[src/rtl/dz_csr_n_pkg.sv]
// DZ CSR shared definitions: CSR bit positions, scanner state encoding,
// line-index width and CLR one-shot count helpers.
package dz_csr_n_pkg;

  localparam int unsigned CSR_TRDY  = 15;
  localparam int unsigned CSR_TIE   = 14;
  localparam int unsigned CSR_SA    = 13;
  localparam int unsigned CSR_SAE   = 12;
  localparam int unsigned CSR_TLINE = 8;   // TLINE occupies 11:8
  localparam int unsigned CSR_RDONE = 7;
  localparam int unsigned CSR_RIE   = 6;
  localparam int unsigned CSR_MSE   = 5;
  localparam int unsigned CSR_CLR   = 4;
  localparam int unsigned CSR_MAINT = 3;

  typedef enum logic [1:0] {
    SCAN = 2'd0,
    HOLD = 2'd1,
    WAIT = 2'd2
  } scanState_t;

  // Bits needed to index nlines lines (log2 of the line count).
  function automatic int unsigned lineBits(input int unsigned nlines);
    int unsigned w;
    w = 0;
    while ((32'd1 << w) < nlines) w++;
    return w;
  endfunction

  // CLR one-shot length in clocks.
  function automatic int unsigned clrCount(input int unsigned clkfrq, input int unsigned clrus);
    logic [63:0] p;
    p = (64'(clkfrq) * 64'(clrus)) / 64'd1000000;
    return 32'(p);
  endfunction

  // Counter width able to hold cnt (at least one bit).
  function automatic int unsigned clrWidth(input int unsigned cnt);
    int unsigned w;
    w = 1;
    while ((64'd1 << w) <= 64'(cnt)) w++;
    return w;
  endfunction

endpackage

[src/rtl/dz_csr_n_if.sv]
// DZ UBA register bus: byte lanes, write data, CSR/TDR strobes and CSR read value.
//   master: bus side (drives strobes/data, reads regCSR)
//   slave : CSR block
interface dz_csr_n_if;
  logic        devRESET;
  logic        devLOBYTE;
  logic        devHIBYTE;
  logic [0:35] devDATAI;
  logic        csrWRITE;
  logic        tdrWRITE;
  logic [15:0] regCSR;

  modport master (
    output devRESET, devLOBYTE, devHIBYTE, devDATAI, csrWRITE, tdrWRITE,
    input  regCSR
  );

  modport slave (
    input  devRESET, devLOBYTE, devHIBYTE, devDATAI, csrWRITE, tdrWRITE,
    output regCSR
  );
endinterface

[src/rtl/dz_rrarb.sv]
// Single-cycle round-robin selector: returns the first set request found
// searching ptr, ptr+1, ... with wrap.
//   req   : request vector (N lines, N a power of two)
//   ptr   : search start index
//   grant : selected line index
//   valid : any request set
module dz_rrarb #(
  parameter int unsigned N  = 8,
  parameter int unsigned LB = 3
) (
  input  logic [N-1:0]  req,
  input  logic [LB-1:0] ptr,
  output logic [LB-1:0] grant,
  output logic          valid
);

  logic [LB-1:0] idx;

  // Walk offsets from farthest to nearest so the nearest match wins.
  always_comb begin
    grant = '0;
    valid = 1'b0;
    idx   = '0;
    for (int i = int'(N) - 1; i >= 0; i--) begin
      idx = ptr + LB'(i);
      if (req[idx]) begin
        grant = idx;
        valid = 1'b1;
      end
    end
  end

endmodule

[src/rtl/dz_csr_n.sv]
// DZ control/status register with transmitter line scanner and CLR one-shot.
//   clk, rst_n          : clock, async active-low reset
//   bus                 : UBA register bus (slave side), regCSR read value
//   rbufRDONE, rbufSA   : receiver done / silo alarm
//   uartTXEMPTY, tcrLIN : per-line transmitter empty / line enable
//   csrCLR, csrMAINT    : clear in progress / maintenance loopback
//   txINTR, rxINTR      : interrupt request levels
module dz_csr_n
  import dz_csr_n_pkg::*;
#(
  parameter int unsigned NLINES   = 8,
  parameter int unsigned CLKFRQ   = 60000000,
  parameter int unsigned CLRUS    = 3,
  parameter int unsigned SCANMODE = 0
) (
  input  logic              clk,
  input  logic              rst_n,
  dz_csr_n_if.slave         bus,
  input  logic              rbufRDONE,
  input  logic              rbufSA,
  input  logic [NLINES-1:0] uartTXEMPTY,
  input  logic [NLINES-1:0] tcrLIN,
  output logic              csrCLR,
  output logic              csrMAINT,
  output logic              txINTR,
  output logic              rxINTR
);

  localparam int unsigned LB     = lineBits(NLINES);
  localparam int unsigned CLRCNT = clrCount(CLKFRQ, CLRUS);
  localparam int unsigned CW     = clrWidth(CLRCNT);

  logic [15:0]   wrData;
  logic          unusedBits;
  logic          csrLo, csrHi, tdrLo, clrStart, holdOff;
  logic [CW-1:0] clrCnt;
  logic          tie, sae, rie, mse, maint;
  scanState_t    state, stateNx;
  logic [LB-1:0] ptr, ptrNx, tline, tlineNx;
  logic [NLINES-1:0] elig;
  logic [LB-1:0] arbGrant;
  logic          arbValid;
  logic          trdy;

  // CSR bit n arrives on devDATAI[35-n], so the [20:35] slice is already CSR order.
  assign wrData     = bus.devDATAI[20:35];
  assign unusedBits = ^bus.devDATAI[0:19];

  assign csrLo    = bus.csrWRITE & bus.devLOBYTE;
  assign csrHi    = bus.csrWRITE & bus.devHIBYTE;
  assign tdrLo    = bus.tdrWRITE & bus.devLOBYTE;
  assign clrStart = csrLo & wrData[CSR_CLR];
  // A clear starting this cycle already suppresses the R/W bits and scanner.
  assign holdOff  = bus.devRESET | csrCLR | clrStart;

  // CLR one-shot counter; device reset wins over a load.
  always_ff @(posedge clk or negedge rst_n) begin
    if (!rst_n)               clrCnt <= '0;
    else if (bus.devRESET)    clrCnt <= '0;
    else if (clrStart)        clrCnt <= CW'(CLRCNT);
    else if (clrCnt != '0)    clrCnt <= clrCnt - CW'(1);
  end

  assign csrCLR = (clrCnt != '0);

  // R/W control bits.
  always_ff @(posedge clk or negedge rst_n) begin
    if (!rst_n) begin
      tie   <= 1'b0;
      sae   <= 1'b0;
      rie   <= 1'b0;
      mse   <= 1'b0;
      maint <= 1'b0;
    end else if (holdOff) begin
      tie   <= 1'b0;
      sae   <= 1'b0;
      rie   <= 1'b0;
      mse   <= 1'b0;
      maint <= 1'b0;
    end else begin
      if (csrHi) begin
        tie <= wrData[CSR_TIE];
        sae <= wrData[CSR_SAE];
      end
      if (csrLo) begin
        rie   <= wrData[CSR_RIE];
        mse   <= wrData[CSR_MSE];
        maint <= wrData[CSR_MAINT];
      end
    end
  end

  assign elig = tcrLIN & uartTXEMPTY;

  dz_rrarb #(
    .N  (NLINES),
    .LB (LB)
  ) uArb (
    .req   (elig),
    .ptr   (ptr),
    .grant (arbGrant),
    .valid (arbValid)
  );

  // Scanner state register.
  always_ff @(posedge clk or negedge rst_n) begin
    if (!rst_n) begin
      state <= SCAN;
      ptr   <= '0;
      tline <= '0;
    end else begin
      state <= stateNx;
      ptr   <= ptrNx;
      tline <= tlineNx;
    end
  end

  // Scanner next-state logic.
  always_comb begin
    stateNx = state;
    ptrNx   = ptr;
    tlineNx = tline;
    if (holdOff) begin
      stateNx = SCAN;
      ptrNx   = '0;
      tlineNx = '0;
    end else begin
      case (state)
        SCAN: begin
          if (mse) begin
            if (SCANMODE == 0) begin
              if (elig[ptr]) begin
                tlineNx = ptr;
                stateNx = HOLD;
              end else begin
                ptrNx = ptr + LB'(1);
              end
            end else if (arbValid) begin
              tlineNx = arbGrant;
              stateNx = HOLD;
            end
          end
        end
        HOLD: begin
          if (!tcrLIN[tline]) stateNx = SCAN;
          else if (tdrLo)     stateNx = WAIT;
        end
        WAIT: begin
          // Resume after the serviced line so every line gets a turn.
          if (!tdrLo) begin
            stateNx = SCAN;
            ptrNx   = tline + LB'(1);
          end
        end
        default: stateNx = SCAN;
      endcase
    end
  end

  assign trdy     = (state != SCAN);
  assign csrMAINT = maint;
  assign txINTR   = tie & trdy;
  assign rxINTR   = rie & (sae ? rbufSA : rbufRDONE);

  // CSR read value.
  always_comb begin
    bus.regCSR                          = '0;
    bus.regCSR[CSR_TRDY]                = trdy;
    bus.regCSR[CSR_TIE]                 = tie;
    bus.regCSR[CSR_SA]                  = rbufSA;
    bus.regCSR[CSR_SAE]                 = sae;
    bus.regCSR[CSR_TLINE +: 4]          = 4'(tline);
    bus.regCSR[CSR_RDONE]               = rbufRDONE;
    bus.regCSR[CSR_RIE]                 = rie;
    bus.regCSR[CSR_MSE]                 = mse;
    bus.regCSR[CSR_CLR]                 = csrCLR;
    bus.regCSR[CSR_MAINT]               = maint;
  end

endmodule

[src/flat_wrapper.sv]
// flat-port wrapper written by rule: the top's interface ports become plain ports
module dz_csr_n_flat import dz_csr_n_pkg::*;
#(
  parameter int unsigned NLINES   = 8,
  parameter int unsigned CLKFRQ   = 60000000,
  parameter int unsigned CLRUS    = 3,
  parameter int unsigned SCANMODE = 0
)
  (clk, rst_n, rbufRDONE, rbufSA, uartTXEMPTY, tcrLIN, csrCLR, csrMAINT, txINTR, rxINTR, bus_devRESET, bus_devLOBYTE, bus_devHIBYTE, bus_devDATAI, bus_csrWRITE, bus_tdrWRITE, bus_regCSR);
  dz_csr_n_if bus_i ();
  input  logic clk;
  input  logic rst_n;
  input  logic rbufRDONE;
  input  logic rbufSA;
  input  logic [NLINES-1:0] uartTXEMPTY;
  input  logic [NLINES-1:0] tcrLIN;
  output logic csrCLR;
  output logic csrMAINT;
  output logic txINTR;
  output logic rxINTR;
  input wire logic [$bits(bus_i.devRESET)-1:0] bus_devRESET;
  input wire logic [$bits(bus_i.devLOBYTE)-1:0] bus_devLOBYTE;
  input wire logic [$bits(bus_i.devHIBYTE)-1:0] bus_devHIBYTE;
  input wire logic [$bits(bus_i.devDATAI)-1:0] bus_devDATAI;
  input wire logic [$bits(bus_i.csrWRITE)-1:0] bus_csrWRITE;
  input wire logic [$bits(bus_i.tdrWRITE)-1:0] bus_tdrWRITE;
  output wire logic [$bits(bus_i.regCSR)-1:0] bus_regCSR;
  assign bus_i.devRESET = bus_devRESET;
  assign bus_i.devLOBYTE = bus_devLOBYTE;
  assign bus_i.devHIBYTE = bus_devHIBYTE;
  assign bus_i.devDATAI = bus_devDATAI;
  assign bus_i.csrWRITE = bus_csrWRITE;
  assign bus_i.tdrWRITE = bus_tdrWRITE;
  assign bus_regCSR = bus_i.regCSR;
  dz_csr_n #(.NLINES(NLINES), .CLKFRQ(CLKFRQ), .CLRUS(CLRUS), .SCANMODE(SCANMODE)) u_core (.clk(clk), .rst_n(rst_n), .bus(bus_i), .rbufRDONE(rbufRDONE), .rbufSA(rbufSA), .uartTXEMPTY(uartTXEMPTY), .tcrLIN(tcrLIN), .csrCLR(csrCLR), .csrMAINT(csrMAINT), .txINTR(txINTR), .rxINTR(rxINTR));
endmodule
[config.mk]
export PLATFORM = sky130hd
export DESIGN_NAME = dz_csr_n_flat
export DESIGN_NICKNAME = d
export VERILOG_FILES = /design/src/rtl/dz_csr_n_pkg.sv /design/src/rtl/dz_csr_n_if.sv /design/src/rtl/dz_rrarb.sv /design/src/rtl/dz_csr_n.sv /design/src/flat_wrapper.sv
export SDC_FILE = /design/constraint.sdc
export NUM_CORES = 1
export LEC_CHECK = 0
export ABC_AREA = 1
export CAP_MARGIN = 20
export CORE_MARGIN = 3
export CORE_UTILIZATION = 35
export DETAILED_ROUTE_END_ITERATION = 6
export PLACE_DENSITY = 0.83
export SLEW_MARGIN = 20
export SYNTH_ARGS = -nofsm -noshare
export SYNTH_HDL_FRONTEND = slang
export SYNTH_HIERARCHICAL = 1
export SYNTH_SLANG_ARGS = --single-unit
[constraint.sdc]
create_clock -name clk -period 1.6 [get_ports clk]
set_clock_uncertainty 0.2 [all_clocks]
set_input_delay 0.16 -clock clk [delete_from_list [all_inputs] [get_ports clk]]
set_output_delay 0.16 -clock clk [all_outputs]
set_load 0.01 [all_outputs]
# == Word-level counts from Yosys, hierarchy flattened ==
# Index checks and enable logic that the tools add are counted.
# totals
output_inout_bits,20
latch_bits,0
mem_count,0
elab_cells,77
ram_bits,0
romBits,0
reg_bits,21
# classes
mux,34
n_shift,0
n_reduce_logical,13
div,0
n_eq_ne,7
bitwise_logic,9
add_sub_neg,3
magnitude_cmp,2
multipliers,0
# ops
cell,n
$mux W3,8
$mux W8,3
$mux W1,13
$mux W2,6
$reduce_bool A2 Y1,6
$and A8 B8 Y8,1
$lt A3 B4 Y1 const B,2
$reduce_and A4 Y1,2
$reduce_bool A8 Y1,1
$sub A8 B1 Y8 const B,1
$add A3 B1 Y3 const B,2
$and A1 B1 Y1,6
$bmux W1 S3,2
$ne A3 B1 Y1 const B,2
$pmux W2 S3,1
$pmux W3 S2,1
$reduce_bool A3 Y1,2
$ne A4 B2 Y1 const B,1
$ne A3 B2 Y1 const B,1
$ne A3 B3 Y1 const B,1
$reduce_and A3 Y1,1
$eq A2 B1 Y1 const B,1
$eq A2 B2 Y1 const B,1
$logic_not A2 Y1,1
$or A1 B1 Y1,2

# == Longest topological paths before layout ==
# Gate-level depths: netlist of run 1.
# depth
depth_word,7
mapped_depth,10
mapped_depth_nobuf,10

# == Worst setup path before layout of run 1 ==
# No wires, ideal clock.
# synth_path
path_kind,reg-to-reg
start,register u_core.state[0]
end,register u_core.ptr[2]
t_arrival_ps,1395
setup_time_ps,113
path_stages_with_launch,11
path_buffers,0
synth_period_minus_slack_ps,1708
path_slack_ps,-108
path_cell_list,dfrtp_1 > inv_1 > nand2_1 > nand2_1 > o21ai_0 > ha_1 > or2_2 > nand3_1 > nand3_1 > nand2_1 > inv_1
# synth_between
elab_chain_len,3
elab_cells_between_ends,9
cone_classes,4 x eq/ne; 2 x mux; 3 x reduce/logical
# synth_lines
item,line,text
"start, declared",dz_csr_n.sv:38,"scanState_t state, stateNx;"
"start signal, assigned",dz_csr_n.sv:112,state <= stateNx;
$eq A2 B2 Y1 or $logic_not A2 Y1 (tied branches),dz_csr_n.sv:128,case (state)
$ne A3 B3 Y1 (no line) (tied with other cells),-,
$reduce_and A4 Y1 (no line) or $mux W3 (tied branches),-,
"end signal, assigned",dz_csr_n.sv:113,ptr <= ptrNx;
"end, declared",dz_csr_n.sv:39,"logic [LB-1:0] ptr, ptrNx, tline, tlineNx;"
# Parallel ways exist; a longest one is shown, timed or not.
# A chain may end at the register's enable or synchronous reset.

# == Worst setup path in the final report of run 1 ==
# layout_path
start,register u_core.clrCnt[0]
end,output csrCLR
# layout_between
elab_chain_len,1
# layout_lines
item,line,text
"start, declared",dz_csr_n.sv:36,logic [CW-1:0] clrCnt;
"start signal, assigned",dz_csr_n.sv:60,else if (clrStart) clrCnt <= CW'(CLRCNT);
"start signal, assigned",dz_csr_n.sv:61,else if (clrCnt != '0) clrCnt <= clrCnt - CW'(1);
$reduce_bool A8 Y1,dz_csr_n.sv:64,assign csrCLR = (clrCnt != '0);
"end, declared",flat_wrapper.sv:17,output logic csrCLR;
# Every way passes these cells.

==> results.md, run 1 <==
* Status: finished, violations left
* Violated checks: setup timing
* Pre-Repair DR Iteration Count at 4
* Starting Density at ~37%
* GR Overflow Total at 0
* Antenna-violating nets left at 0
* Leakage power at between 1 and 1.5 nW
* WS Path Type: reg2out
* Peak supply drop at between 1 and 1.5 mV
* HPWL Detailed at between 3000 and 4000 microns
* CTS Hold Buffers Added at 0
* Yosys reg bits at 21
* Die area at between 5000 and 6000 sq um
* Fmax at 569 MHz
* # IOs at 81
* Critical path peak fanout at 3
* Total number of H-tree levels at 1
* Min Tclk post-route at 1760 ps
* Hold/Removal Path Class: in2async
* Mean Syn Cell Area at ~7.4 sq um
* Die X at between 70 and 80 microns
* Async SR Flop Fraction at 100%
* Final hold slack at around 36 ps
* Vias/cell at 4.78
* Final non-filler cell area at about 2500 sq um
* CTS Buf Count at 3
* Final Setup Violations at 14
* Top post-synthesis cells by count: nand2_1 (43), inv_1 (26), nand3_1 (25), dfrtp_1 (21), o21ai_0 (15)
* Fillers at 346
* Period Utilization, post-route at 110%
* Maximum clock insertion buffer count at 2
* Post-Place Cell Area at roughly 2200 sq um
* Tot GR Track Use at between 10% and 20%
* Crit path DAT at around 1400 ps
* Critical Path RT at between 1000 and 1500 ps
* Number of synthesized flops with an enable pin at 0
* Final Non-Filler Cells at about 340
* Number of diodes at 0
* Die Y at roughly 71 microns
* GPL Wtd Cong at about 0.8
* Largest net degree at the start of global routing at 22
* Vias at ~1600
* Clk root buf: clkbuf_8
* Initial antenna violation count at 0
* Crit path launch type: register
* Vias in the first global route at 1554
* Critical Path End Type: output pin
* Area contributors post-synth: dfrtp_1 (35%), nand2_1 (11%), nand3_1 (8.4%), buf_4 (6.6%), inv_1 (6.6%)
* Synth Flop Type: dfrtp_1
* Final worst setup slack at -158 ps
* Layout cells sized above 1 at about 38%
* Dpl cells at 323
* CTS tree: built
* Synthesized area at 1490 sq um
* Multi-input logic area at roughly 890 sq um
* Clk sinks at 21
* Pwr/cell area at between 1000 and 1500 nW/um^2
* Most frequent cell after synthesis: nand2_1
* WL per Instance at roughly 12 microns
* Remaining DRCs at 0
* Clk_lat worst skew at between 200 and 300 ps
* Final Hold Fails at 0
* Syn. warnings at 6
* Leading area contributor after synthesis: dfrtp_1
* IO buf count at 46
* Slew Viols, Final at 0
* Drt total wl at 4020 microns
* Clk pin slew, worst setup/hold paths at 80 ps
* Power consumption at slightly below 3 mW
* DR iter-0 viols at about 80
* Synth top area share at 35.4%
* FF+latch area at roughly 530 sq um
* Netlist cell types at 31
* FP Rows at 23
* Core area at between 4000 and 5000 sq um
* Sequential share of the synthesized area at about 35%
* Synth Instances at ~200
* Unrepaired setup endpoints after global routing: yes
* First-pass GRT wire length at 6730 microns
* Layout area overhead at 65.3%
* Max-cap violation count at 0
* Layout Nets at about 350
* Pre-CTS setup slack at -199 ps
[what timing repair did]
item / 4_1_cts / 5_1_grt
hold endpoints to repair: 0 / 0
buffers inserted: 3 / 5
setup endpoints to repair: 27 / 27
pin swaps: 6 / 12
resized for setup: 41 / 32
[logic make-up (layout without fill, tap and decap cells)]
| group | after synthesis | in the layout | share of synthesized area [%] |
|---|---|---|---|
| buf+inv | 45 | 125 | 15.0 |
| compound gates | 34 | 34 | 12.6 |
| other cells | 1 | 4 | 0.252 |
| simple gates | 98 | 98 | 34.5 |
| flops | 21 | 21 | 35.4 |
| fa+ha+maj | 2 | 2 | 1.68 |
| xor+xnor | 1 | 1 | 0.590 |
[per-stage QoR]
step | setup TNS, ps | util (%)
3_3_place_gp | -1510 | 54.7
5_1_grt | -2410 | 60.5
6_report | -841 | 60.5
2_1_floorplan | 0 | -
3_5_place_dp | -2080 | 54.7
4_1_cts | -548 | 57.6
[metal layers]
metal  vias up  GRT usage (%)  wire [microns]
met1       753           20.2            1600
met3         2           3.55             181
li1        812              -               -
met2        34           28.9            2220
met5         -              0               0
met4         0           1.88              13
[worst max-delay path, cell delays in order (launching register included)]
cell and delay [ps]:
dfrtp_1 400, inv_2 90, ha_4 150, nand3_4 100
nor2_8 110, buf_4 130, inv_4 30, buf_2 130
[final timing paths]
| kind | startpoint | end | slack, ps | cells past startpoint |
|---|---|---|---|---|
| min in group clk | bus_devDATAI[6] | u_core/rie$_DFFE_PN0P_ | 280 | 3 |
| setup reg to reg | u_core/clrCnt[0]$_DFFE_PN0P_ | u_core/ptr[1]$_DFFE_PN0P_ | -140 | 10 |
| max in group asynchronous | rst_n | u_core/ptr[0]$_DFFE_PN0P_ | 930 | 2 |
| hold / removal | rst_n | u_core/clrCnt[1]$_DFFE_PN0P_ | 40 | 2 |
| setup / recovery | u_core/clrCnt[0]$_DFFE_PN0P_ | csrCLR | -160 | 7 |
| hold reg to reg | u_core/tie$_DFFE_PN0P_ | u_core/tie$_DFFE_PN0P_ | 350 | 2 |
[registers in the layout, indices dropped and copies added (netlist names)]
| signal | count |
|---|---|
| u_core/csrMAINT | 1 |
| u_core/tie | 1 |
| u_core/sae | 1 |
| u_core/ptr | 3 |
| u_core/state | 2 |
| u_core/clrCnt | 8 |
| u_core/tline | 3 |
| u_core/rie | 1 |
| u_core/mse | 1 |
[cell usage in the layout (no fill, tap or decap), types with 2 or more instances in the layout]
cell type and n:
o21bai_1 2, buf_6 4, dlygate4sd2_1 5, nand3_1 20
clkbuf_8 3, nand4_1 2, nor2_1 8, nand2_4 2
clkbuf_2 2, inv_2 9, dlymetal6s2s_1 2, a21oi_2 8
nand2_2 6, buf_4 41, inv_1 19, nand3b_1 2
clkdlybuf4s50_1 35, o21ai_1 9, nand3_2 6, conb_1 4
nor2_2 3, dfrtp_1 20, nand2_1 37, nand3_4 2
o21ai_0 5, a21oi_1 5, nor2_4 6
[report_power, final]
group          leakage [nW]  switching [mW]  internal, mW
clock                0.0255           0.177         0.173
combinational         0.887           0.925         0.933
sequential            0.284           0.106         0.637
[layout make-up]
type                       count  share of cell area (%)
multi-input combinational    139                    36.2
timing repair buffer          91                    32.7
sequential                    21                    21.5
inverter                      30                    5.20
tap                           50                    2.55
clock buffer                   3                    1.68
clock inverter                 1                   0.204
Power figures use the tool's default switching activity.
==> run 2, diff against run 1 <==
--- a/config.mk
+++ b/config.mk
@@ -7,7 +7,6 @@
 export LEC_CHECK = 0
 export ABC_AREA = 1
 export CAP_MARGIN = 20
-export CORE_MARGIN = 3
 export CORE_UTILIZATION = 35
 export DETAILED_ROUTE_END_ITERATION = 6
 export PLACE_DENSITY = 0.83
==> results.md, run 2 (synthesis gave the netlist of run 1 again) <==
* Violated checks: setup timing
* FP Rows at 23
* Final Hold Fails at 0
* Post-Place Cell Area at 2190 sq um
* Buf+Inv Stages, Crit Path at 4
* WS Path Type: reg2out
* Commonest non-fill, non-tap cell in the layout: nand2_1
* Critical Path RT at between 1000 and 1500 ps
* Hold/Removal Path Class: in2async
* Most frequent CP cell: inv_2
* HPWL Detailed at roughly 3000 microns
* GPL Wtd Cong at 0.817
* Met3 GRT Util at 3.72%
* Most frequent cells in the layout: nand2_1 (41), clkdlybuf4s50_1 (37), buf_4 (36), nand3_1 (22), inv_1 (21)
* Remaining DRCs at 0
* Antenna-violating nets left at 0
* Starting Density at between 30% and 40%
* Clk sinks at 21
* Layout cells sized above 1 at approximately 29%
* Fmax at roughly 580 MHz
* Die area at around 4500 sq um
* CTS tree: built
* Tot GR Track Use at 17.3%
* IO buf count at 46
* GR Overflow Total at 0
* First-pass GRT wire length at approximately 6000 microns
* Peak supply drop at around 0.89 mV
* M1 GR Usage at a little under a fifth
* WL per Instance at 11.9 microns
* Crit-path max cell delay at a little under 400 ps
* Clk pin slew, worst setup/hold paths at 80 ps
* Clk_lat worst skew at roughly 260 ps
* Max reg flops at 8
* Slowest CP cell: dfrtp_1
* # IOs at 81
* Reg2Reg Setup Slack at -100 ps
* Max-cap violation count at 0
* DR iter-0 viols at ~70
* Period Utilization, post-route at 108%
* Biggest register: u_core/clrCnt
* Met2 usage at between 30 and 40%
* Critical path peak fanout at 3
* CTS Hold Buffers Added at 0
* Initial antenna violation count at 0
* Clk root buf: clkbuf_8
* Largest net degree at the start of global routing at 22
* Pre-CTS setup slack at -219 ps
* Final Setup Violations at 17
* Pwr/cell area at around 1200 nW/um^2
* Drt total wl at 3910 microns
* Pre-Repair DR Iteration Count at 4
* CTS Buf Count at 3
* Vias at between 1500 and 2000
* Number of diodes at 0
* Status: finished, violations left
* Layout Nets at roughly 340
* Layout area overhead at 55.8%
* Die Y at between 60 and 70 microns
* Slew Viols, Final at 0
* Fillers at 346
* Die X at 67.1 microns
* Core area at around 4000 sq um
* Unrepaired setup endpoints after global routing: yes
* GR peak layer: met2
* Critical Path End Type: output pin
* Total number of H-tree levels at 1
* Leakage power at around 1.1 nW
* Final non-filler cell area at between 2000 and 2500 sq um
* Vias in the first global route at between 1000 and 1500
* Final worst setup slack at -130 ps
* Min Tclk post-route at 1730 ps
* Critical path, cell by cell: inv_2, ha_4, nand3_4, nor2_8, buf_4, inv_2, buf_2
* Crit path DAT at ~1400 ps
* Maximum clock insertion buffer count at 2
* Delay-heaviest family, CP: flip-flops
* Largest regs: u_core/clrCnt (8), u_core/ptr (3), u_core/tline (3)
* Crit path launch type: register
* Vias/cell at around 4.9
[run 2: what timing repair did]
action | 4_1_cts | 5_1_grt
pin swaps | 1 | 3
cloned | 0 | 0
setup buffers | 1 | 3
endpoints found under the setup margin | 24 | 27
resized for setup | 20 | 21
[run 2: layer usage]
layer	up-vias	share of wire (%)
li1	790	-
met1	733	40
met2	50	52
met3	13	5.0
met4	0	3.1
met5	-	0
[run 2: stage by stage]
| stage | instances | TNS, ps | util (%) | power [mW] | hold slack [ps] |
|---|---|---|---|---|---|
| 6_report | 327 | -785 | 57.4 | 2.67 | 37.5 |
| 5_1_grt | 327 | -2640 | 57.4 | 2.85 | 67.0 |
| 4_1_cts | 324 | -1500 | 55.8 | 2.57 | 46.0 |
| 3_5_place_dp | 319 | -2400 | 54.3 | 2.20 | 320 |
| 3_3_place_gp | 319 | -1820 | 54.3 | 2.15 | 317 |
| 2_1_floorplan | 205 | 0 | - | 1.58 | -336 |
[run 2: layout make-up]
| cell class | instances | area (sq um) | share of cell area, % |
|---|---|---|---|
| sequential | 21 | 527 | 22.8 |
| timing repair buffer | 83 | 733 | 31.7 |
| clock buffer | 4 | 45.0 | 1.95 |
| inverter | 30 | 118 | 5.08 |
| multi-input combinational | 139 | 828 | 35.8 |
| tap | 50 | 62.6 | 2.70 |
[run 2: path summary, 6_finish.rpt]
| kind | start | cells after the start | endpoint |
|---|---|---|---|
| worst max-delay path | u_core/clrCnt[0]$_DFFE_PN0P_ | 7 | bus_regCSR[4] |
| min in group clk | bus_devDATAI[5] | 3 | u_core/mse$_DFFE_PN0P_ |
| worst min-delay path | rst_n | 2 | u_core/rie$_DFFE_PN0P_ |
| worst max register to register | u_core/clrCnt[0]$_DFFE_PN0P_ | 11 | u_core/ptr[1]$_DFFE_PN0P_ |
| max in group asynchronous | rst_n | 2 | u_core/ptr[0]$_DFFE_PN0P_ |
| worst min register to register | u_core/clrCnt[0]$_DFFE_PN0P_ | 2 | u_core/clrCnt[0]$_DFFE_PN0P_ |
[run 2: power breakdown]
part	switching, mW	internal [mW]	total, mW	leakage [nW]
Clock	0.177	0.178	0.354	0.0228
Sequential	0.103	0.637	0.740	0.284
Combinational	0.788	0.784	1.57	0.829
Total	1.07	1.60	2.67	1.14
==> run 3, diff against run 2 <==
--- a/config.mk
+++ b/config.mk
@@ -6,10 +6,9 @@
 export NUM_CORES = 1
 export LEC_CHECK = 0
 export ABC_AREA = 1
-export CAP_MARGIN = 20
-export CORE_UTILIZATION = 35
+export CORE_UTILIZATION = 42
 export DETAILED_ROUTE_END_ITERATION = 6
-export PLACE_DENSITY = 0.83
+export PLACE_DENSITY = 0.93
 export SLEW_MARGIN = 20
 export SYNTH_ARGS = -nofsm -noshare
 export SYNTH_HDL_FRONTEND = slang
==> constraint.sdc (replaced) <==
create_clock -name clk -period 2.11 [get_ports clk]
set_clock_uncertainty 0.2 [all_clocks]
set_input_delay 0.211 -clock clk [delete_from_list [all_inputs] [get_ports clk]]
set_output_delay 0.211 -clock clk [all_outputs]
set_load 0.01 [all_outputs]
==> results.md, run 3 (synthesis gave the netlist of run 1 again) <==
* Crit path launch type: register
* Fillers at between 300 and 400
* Clk_lat worst skew at 310 ps
* Final Hold Fails at 0
* M1 wire length at 1360 microns
* Max reg flops at 8
* Tot GR Track Use at 19.2%
* Die Y at 61.5 microns
* Core area at around 3400 sq um
* Unrepaired setup endpoints after global routing: no
* Critical Path End Type: output pin
* Die X at roughly 61 microns
* First-pass GRT wire length at 5350 microns
* Layout Nets at 308
* Critical path, cell by cell: inv_2, ha_4, nand3_4, nor2_8, inv_1, dlygate4sd2_1
* DR iter-0 viols at 68
* Clk pin slew, worst setup/hold paths at about 120 ps
* Remaining DRCs at 0
* Largest net degree at the start of global routing at 22
* Delay-heaviest family, CP: buffers and inverters
* Power consumption at around 1.6 mW
* Min Tclk post-route at 1990 ps
* Final Setup Violations at 0
* Status: finished clean
* Layout area overhead at 33.1%
* Starting Density at between 40% and 50%
* HPWL Detailed at between 2000 and 3000 microns
* Pre-CTS setup slack at between 150 and 200 ps
* Hold/Removal Path Class: in2async
* Routed wl met2 at 1700 microns
* Clk root buf: clkbuf_4
* GPL Wtd Cong at 0.816
* Die area at about 3800 sq um
* Final worst setup slack at between 100 and 150 ps
* Maximum clock insertion buffer count at 2
* CTS tree: built
* Final non-filler cell area at slightly below 2000 sq um
* Drt total wl at 3290 microns
* IO buf count at 46
* Met3 routed WL at 190 microns
* # IOs at about 80
* Commonest non-fill, non-tap cell in the layout: clkdlybuf4s50_1
* Biggest register: u_core/clrCnt
* WL per Instance at between 10 and 15 microns
* Setup TNS at 0 ps
* Fmax at between 500 and 600 MHz
* Setup repair bufs after CTS at 0
* Number of diodes at 0
* Layout cells sized above 1 at between 10% and 20%
* Clk sinks at 21
* Dpl cells at 286
* Most frequent cells in the layout: clkdlybuf4s50_1 (44), nand2_1 (43), inv_1 (25), nand3_1 (25), dfrtp_1 (21)
* Reg2Reg Setup Slack at roughly 230 ps
* Crit path DAT at approximately 1600 ps
* CTS Hold Buffers Added at 0
* Critical path peak fanout at 6
* Crit-path max cell delay at about 400 ps
* Period Utilization, post-route at a little over nine tenths
* Pre-Repair DR Iteration Count at 4
* Slew Viols, Final at 0
* Vias at roughly 1400
* DR top layer: met4
* Total number of H-tree levels at 1
* Pwr/cell area at 812 nW/um^2
* Initial antenna violation count at 0
* Largest regs: u_core/clrCnt (8), u_core/ptr (3), u_core/tline (3)
* Critical Path RT at between 1500 and 2000 ps
* Slowest CP cell: dfrtp_1
* Finished Core Util at 58.8%
* CTS Buf Count at 3
* FP Rows at 21
* Vias/cell at around 5
* Antenna-violating nets left at 0
* Final hold slack at ~26 ps
* Leakage power at slightly above 0.9 nW
* Post-Place Cell Area at approximately 1900 sq um
* Max-cap violation count at 0
* Buf+Inv Stages, Crit Path at 3
* Vias in the first global route at roughly 1300
* WS Path Type: reg2out
* Final Non-Filler Cells at 290
* Peak supply drop at around 0.54 mV
* GR Overflow Total at 0
## run 3: layout make-up
class                      instances  area [sq um]  share of cell area (%)
tap                               46          57.6                    2.91
multi-input combinational        139           763                    38.6
clock buffer                       3          22.5                    1.14
timing repair buffer              50           488                    24.7
sequential                        21           526                    26.6
clock inverter                     1          5.00                   0.253
inverter                          30           115                    5.82
## run 3: final timing paths
check                                        startpoint                           end  cells past startpoint
max                        u_core/clrCnt[0]$_DFFE_PN0P_                        csrCLR                      6
max reg2reg                 u_core/state[0]$_DFFE_PN0P_     u_core/ptr[2]$_DFFE_PN0P_                     10
min                                               rst_n   u_core/tline[0]$_DFFE_PN0P_                      2
min reg2reg                u_core/clrCnt[0]$_DFFE_PN0P_  u_core/clrCnt[0]$_DFFE_PN0P_                      2
min in group clk                       bus_devDATAI[12]        u_core/sae$_DFFE_PN0P_                      3
max in group asynchronous                         rst_n  u_core/clrCnt[5]$_DFFE_PN0P_                      2
## run 3: worst reg2reg max path, cell delays in order, from the launching register on
cell and delay [ps]:
dfrtp_1 430, inv_1 80, nand2_1 140, nand2_1 90, o21ai_0 110, ha_1 210, or2_2 290, nand3_1 70
nand3_1 80, nand2_1 70, inv_1 30
## run 3: timing repair
action	CTS	global route
endpoints found under the hold margin	0	0
setup endpoints to repair	2	1
cloned	0	0
resized for setup	5	1
## run 3: power by group
group | switching (mW) | internal [mW] | total [mW] | leakage (nW)
Sequential | 0.0863 | 0.481 | 0.568 | 0.286
Combinational | 0.485 | 0.357 | 0.842 | 0.617
Clock | 0.124 | 0.0709 | 0.195 | 0.0177
## run 3: per-layer routing
layer / GRT usage [%] / vias up
met5: 0 / -
met2: 36.8 / 53
met4: 6.03 / 0
li1: - / 726
met1: 20.8 / 654
met3: 4.41 / 6
